`config.mk`:
```
export PLATFORM = sky130hd
export DESIGN_NAME = onehot_sweep_driver
export DESIGN_NICKNAME = d
export VERILOG_FILES = /design/src/rtl/onehot_sweep_driver.sv
export SDC_FILE = /design/constraint.sdc
export NUM_CORES = 1
export LEC_CHECK = 0
export ABC_AREA = 1
export CAP_MARGIN = 25
export CORE_UTILIZATION = 40
export DETAILED_ROUTE_END_ITERATION = 8
export GPL_TIMING_DRIVEN = 1
export PLACE_DENSITY = 0.66
export SLEW_MARGIN = 20
export SYNTH_ARGS = -nofsm -noshare
export SYNTH_HDL_FRONTEND = slang
export SYNTH_SLANG_ARGS = --single-unit
```
`constraint.sdc`:
```
create_clock -name clk -period 1.6 [get_ports clk]
set_input_delay 0.16 -clock clk [delete_from_list [all_inputs] [get_ports clk]]
set_output_delay 0.16 -clock clk [all_outputs]
set_load 0.02 [all_outputs]
```
`src/rtl/onehot_sweep_driver.sv`:
```
// Sweeps all 16 En/W codes into a 4-bit exactly-one-hot checker, samples its f output
// at the end of each hold window and tallies mismatches against the golden function.
module onehot_sweep_driver #(
    parameter int HOLD  = 4,
    parameter int CNT_W = 8
) (
    input  logic       clk,
    input  logic       rst,
    input  logic       start,
    input  logic       en_mode,
    input  logic       f_in,
    output logic       En,
    output logic [3:0] W,
    output logic       busy,
    output logic       done,
    output logic       pass,
    output logic [4:0] err_count,
    output logic       first_fail_valid,
    output logic [3:0] first_fail_code
);

    typedef enum logic [1:0] {
        IDLE,
        DRIVE,
        DONE
    } state_t;

    localparam logic [CNT_W-1:0] HOLD_LAST = CNT_W'(HOLD - 1);

    state_t           state_q, state_d;
    logic             en_q, en_d;
    logic [3:0]       w_q, w_d;
    logic [CNT_W-1:0] hold_q, hold_d;
    logic [4:0]       err_q, err_d;
    logic             ffv_q, ffv_d;
    logic [3:0]       ffc_q, ffc_d;
    logic             busy_q, busy_d;
    logic             done_q, done_d;
    logic             pass_q, pass_d;
    logic             fExp;
    logic             mismatch;

    assign fExp     = en_q & (w_q != 4'd0) & ((w_q & (w_q - 4'd1)) == 4'd0);
    assign mismatch = (f_in != fExp);

    always_ff @(posedge clk) begin
        if (rst) begin
            state_q <= IDLE;
            en_q    <= 1'b0;
            w_q     <= 4'd0;
            hold_q  <= '0;
            err_q   <= 5'd0;
            ffv_q   <= 1'b0;
            ffc_q   <= 4'd0;
            busy_q  <= 1'b0;
            done_q  <= 1'b0;
            pass_q  <= 1'b0;
        end else begin
            state_q <= state_d;
            en_q    <= en_d;
            w_q     <= w_d;
            hold_q  <= hold_d;
            err_q   <= err_d;
            ffv_q   <= ffv_d;
            ffc_q   <= ffc_d;
            busy_q  <= busy_d;
            done_q  <= done_d;
            pass_q  <= pass_d;
        end
    end

    // f_in only matters on the last cycle of each hold window; earlier cycles let it settle.
    always_comb begin
        state_d = state_q;
        en_d    = en_q;
        w_d     = w_q;
        hold_d  = hold_q;
        err_d   = err_q;
        ffv_d   = ffv_q;
        ffc_d   = ffc_q;
        busy_d  = busy_q;
        done_d  = done_q;
        pass_d  = pass_q;

        case (state_q)
            IDLE, DONE: begin
                if (start) begin
                    state_d = DRIVE;
                    en_d    = en_mode;
                    w_d     = 4'd0;
                    hold_d  = '0;
                    err_d   = 5'd0;
                    ffv_d   = 1'b0;
                    ffc_d   = 4'd0;
                    busy_d  = 1'b1;
                    done_d  = 1'b0;
                    pass_d  = 1'b0;
                end
            end
            DRIVE: begin
                if (hold_q == HOLD_LAST) begin
                    hold_d = '0;
                    if (mismatch) begin
                        err_d = err_q + 5'd1;
                        if (!ffv_q) begin
                            ffv_d = 1'b1;
                            ffc_d = w_q;
                        end
                    end
                    if (w_q == 4'd15) begin
                        state_d = DONE;
                        busy_d  = 1'b0;
                        done_d  = 1'b1;
                        pass_d  = (err_d == 5'd0);
                    end else begin
                        w_d = w_q + 4'd1;
                    end
                end else begin
                    hold_d = hold_q + 1'b1;
                end
            end
            default: begin
                state_d = IDLE;
            end
        endcase
    end

    assign En               = en_q;
    assign W                = w_q;
    assign busy             = busy_q;
    assign done             = done_q;
    assign pass             = pass_q;
    assign err_count        = err_q;
    assign first_fail_valid = ffv_q;
    assign first_fail_code  = ffc_q;

endmodule

```
==> results.cfg <==
[timing]
skew_ns = 0.0102
worstMarginPinSlew_ns = 0.263
max_freq_ghz = 0.602
drv_slew = 0
final.period_utilization = 1.04
finalCriticalPeriod_ns = 1.66
rsz0062_at_grt = true
setup_viol = 4
relSlewSlack = 0.824
fin_tns_setup_ns = -0.217
hold_viol = 0
layout_setup_ws_ns = -0.0619

[worst_setup_path]
crit_family = simple AND/OR/NAND/NOR gates
rr_endpoint = first_fail_code[1]$_SDFFE_PP0P_
crit_slowest_cell = dfxtp_4
startpoint_type = flop
r2r_cells = 12
crit_path_max_incr_delay_ns = 0.38
rrSetupSlack_ns = -0.06
crit_fanout = 8
worstSetupPathType = reg2reg
timing.rr.start = W[1]$_SDFFE_PP0P_
arrival_ns = 1.89
critPathCaptureType = flop
worst_ep_required_time_ns = 1.83
worst-path-buf-inv = 2
crit_chain = inv_4, ha_4, nor2_4, nor2_2, nand3_2, nand2_4, nand2_8, o21ai_4, inv_4, nand2_4, nand2_2, a21oi_2

[detailed_routing]
drc_errors = 0
finalWirelength_mm = 3.79
ant_nets = 0
drtPass1Iterations = 4
vias_per_cell = 4.88
drtIter0Drc = 75
vias = 1542
drt-wirelength-per-cell_um = 12.0

[global_routing]
met2_usage = 0.307
grt_max_degree = 17
grt_pass1_wl_mm = 6.00
antenna_found_initial = 0
grt_pass1_vias = 1364
grt.met3_usage = 0.0282
globalRouteOverflowTotal = 0
top_usage_layer = met2
grtUsageTotal = 0.182
use_met1 = 0.241

[cells_and_area]
nets = 279
antenna_cells = 0
drive_above_1_share = 0.332
syn2layout_area_growth_pct = 41.9

[clock_network]
clockBufferDepth = 2
clk_latency_ns = 0.28
clk_pin_slew_ns = 0.10
hold_buffers = 0
cts_tree = built
cts_max_level = 1
root_buffer = clkbuf_8
cts.sink_count = 28
cts_buffers = 3

[synthesis]
synth_nets = 230
ys_ff_latch = 28
synth.top_cell.area_share = 0.359
syn_area_um2 = 1560
ys_warn_count = 0
synth_cell_types = 27
avgSynthCellArea_um2 = 7.07
syn_inst = 221
ys_seq_area_frac = 0.359
synth_area_leaders = dfxtp_1, nand2_1, nand3_1, inv_1, a21oi_1
yosysTopAreaCell = dfxtp_1

[place]
routabilityCongestion = 0.823
dp_hpwl_mm = 2.73
io_buffers = 22
dp_slack_ns = -0.0147

[die]
dieWidth_um = 64.5
core-area_um2 = 3720
start_util = 0.421
io_pins = 23
rows = 22
die_area_um2 = 4160
die_y_um = 64.5

[pwr]
p_per_area_nw_per_um2 = 782
power_leakage_nw = 0.867
ir_worst_vdd_uv = 370

[status]
status = complete, but fails checks
violations = negative setup slack

[min_path]
min_delay_path_depth = 2
min_from = first_fail_code[1]$_SDFFE_PP0P_
min_path_type = reg2reg
min_to = first_fail_code[1]$_SDFFE_PP0P_

[job]
cap_violations = 0
state kept, by name (all words and copies together) (netlist names), 2 cells and up:
signal and count:
W 4, state_q 2, hold_q 8, first_fail_code 4, err_count 5
placed cells by master (no fill, tap or decap), types with 2 or more instances in the layout:
cell,synthesis,routed
clkbuf_8,0,3
dfxtp_4,0,2
nand2_2,2,7
nand2_4,3,3
inv_1,23,17
nor3_1,3,3
nor2_4,4,5
dfxtp_2,0,3
a21oi_2,4,7
nand3_1,19,14
inv_2,7,10
dfxtp_1,28,23
ha_4,0,2
nor2_1,21,18
a21oi_1,16,13
nor2_2,2,4
nand3_2,2,6
clkdlybuf4s50_1,0,21
inv_4,1,4
a221oi_1,3,3
o21ai_0,8,8
xor2_1,3,3
ha_1,4,2
nand2_1,57,51
buf_4,0,23
routing by layer:
layer / up-vias / wire length [µm]
li1: 812 / -
met1: 706 / 1870
met2: 22 / 1780
met3: 2 / 115
met4: 0 / 27
met5: - / 0
worst reg2reg max path, cell delays in order (launching register included):
cell and delay [ns]:
dfxtp_4 0.38, inv_4 0.07, ha_4 0.17, nor2_4 0.05, nor2_2 0.13, nand3_2 0.12, nand2_4 0.11, nand2_8 0.08
o21ai_4 0.18, inv_4 0.07, nand2_4 0.08, nand2_2 0.06, a21oi_2 0.12
kinds of logic (layout without fill, tap and decap cells):
kind of cell               after synthesis  count (layout)  synth area share
AOI/OAI and AO/OA                       37              37             0.146
DFF                                     28              28             0.359
and+or+nand+nor                        116             116             0.366
xor gates and xnor gates                 3               3            0.0168
buffers and inverters                   33              80            0.0809
adders and majority gates                4               4            0.0320
what timing repair did:
item	CTS	global route
pin swaps	2	15
setup buffers	0	3
setup endpoints to repair	7	18
resized for setup	3	42
cell type report:
class	instances	area, µm²
Inverter	31	126
Multi-Input combinational cell	160	1010
Fill cell	334	1500
Clock buffer	3	41.3
Tap cell	48	60.1
Timing Repair Buffer	46	407
Sequential cell	28	572
stage by stage:
stage / std cells / cell area [µm²] / hold slack, ns / utilization / power (W)
5_1_grt: 316 / 2220 / 0.484 / 0.597 / 0.00183
2_1_floorplan: 221 / 1570 / 0.341 / - / 0.00106
6_report: 316 / 2220 / 0.463 / 0.597 / 0.00173
3_3_place_gp: 310 / 2000 / 0.455 / 0.537 / 0.00126
4_1_cts: 313 / 2050 / 0.475 / 0.552 / 0.00165
3_5_place_dp: 310 / 2000 / 0.460 / 0.537 / 0.00126
cell usage after synthesis:
cell	instances
o21ai_0	8
o21ai_1	2
nand2_1	57
ha_1	4
nor2_4	4
xor2_1	3
a21oi_1	16
o21ai_2	1
nor2_8	1
a221oi_1	3
nor3_1	3
nand3_2	2
inv_1	23
nor2_2	2
o211ai_2	1
nor2_1	21
dfxtp_1	28
inv_4	1
nand4_2	1
nand2_4	3
a211oi_1	2
nand3_1	19
inv_2	7
a21oi_2	4
nor3b_2	1
nand2_2	2
clkbuf_1	2
worst max-delay path by stage:
stage                                 start                              end  slack, ns  cells after the start
after floorplan           W[0]$_SDFFE_PP0P_  first_fail_code[0]$_SDFFE_PP0P_       0.02                     12
after global placement    W[0]$_SDFFE_PP0P_  first_fail_code[3]$_SDFFE_PP0P_     0.0009                     12
after detailed placement  W[1]$_SDFFE_PP0P_  first_fail_code[1]$_SDFFE_PP0P_      -0.01                     12
after CTS                 W[0]$_SDFFE_PP0P_  first_fail_code[0]$_SDFFE_PP0P_      0.005                     12
after global routing      W[1]$_SDFFE_PP0P_  first_fail_code[1]$_SDFFE_PP0P_      -0.15                     12
final                     W[1]$_SDFFE_PP0P_  first_fail_code[1]$_SDFFE_PP0P_      -0.06                     12
power breakdown:
group	switching (W)	leakage (nW)	internal (W)	total, W
Combinational	0.000339	0.615	0.000252	0.000591
Clock	0.000217	0.0216	0.000169	0.000387
Sequential	0.0000286	0.230	0.000728	0.000757
No activity file was read; power rests on OpenSTA's default activity.
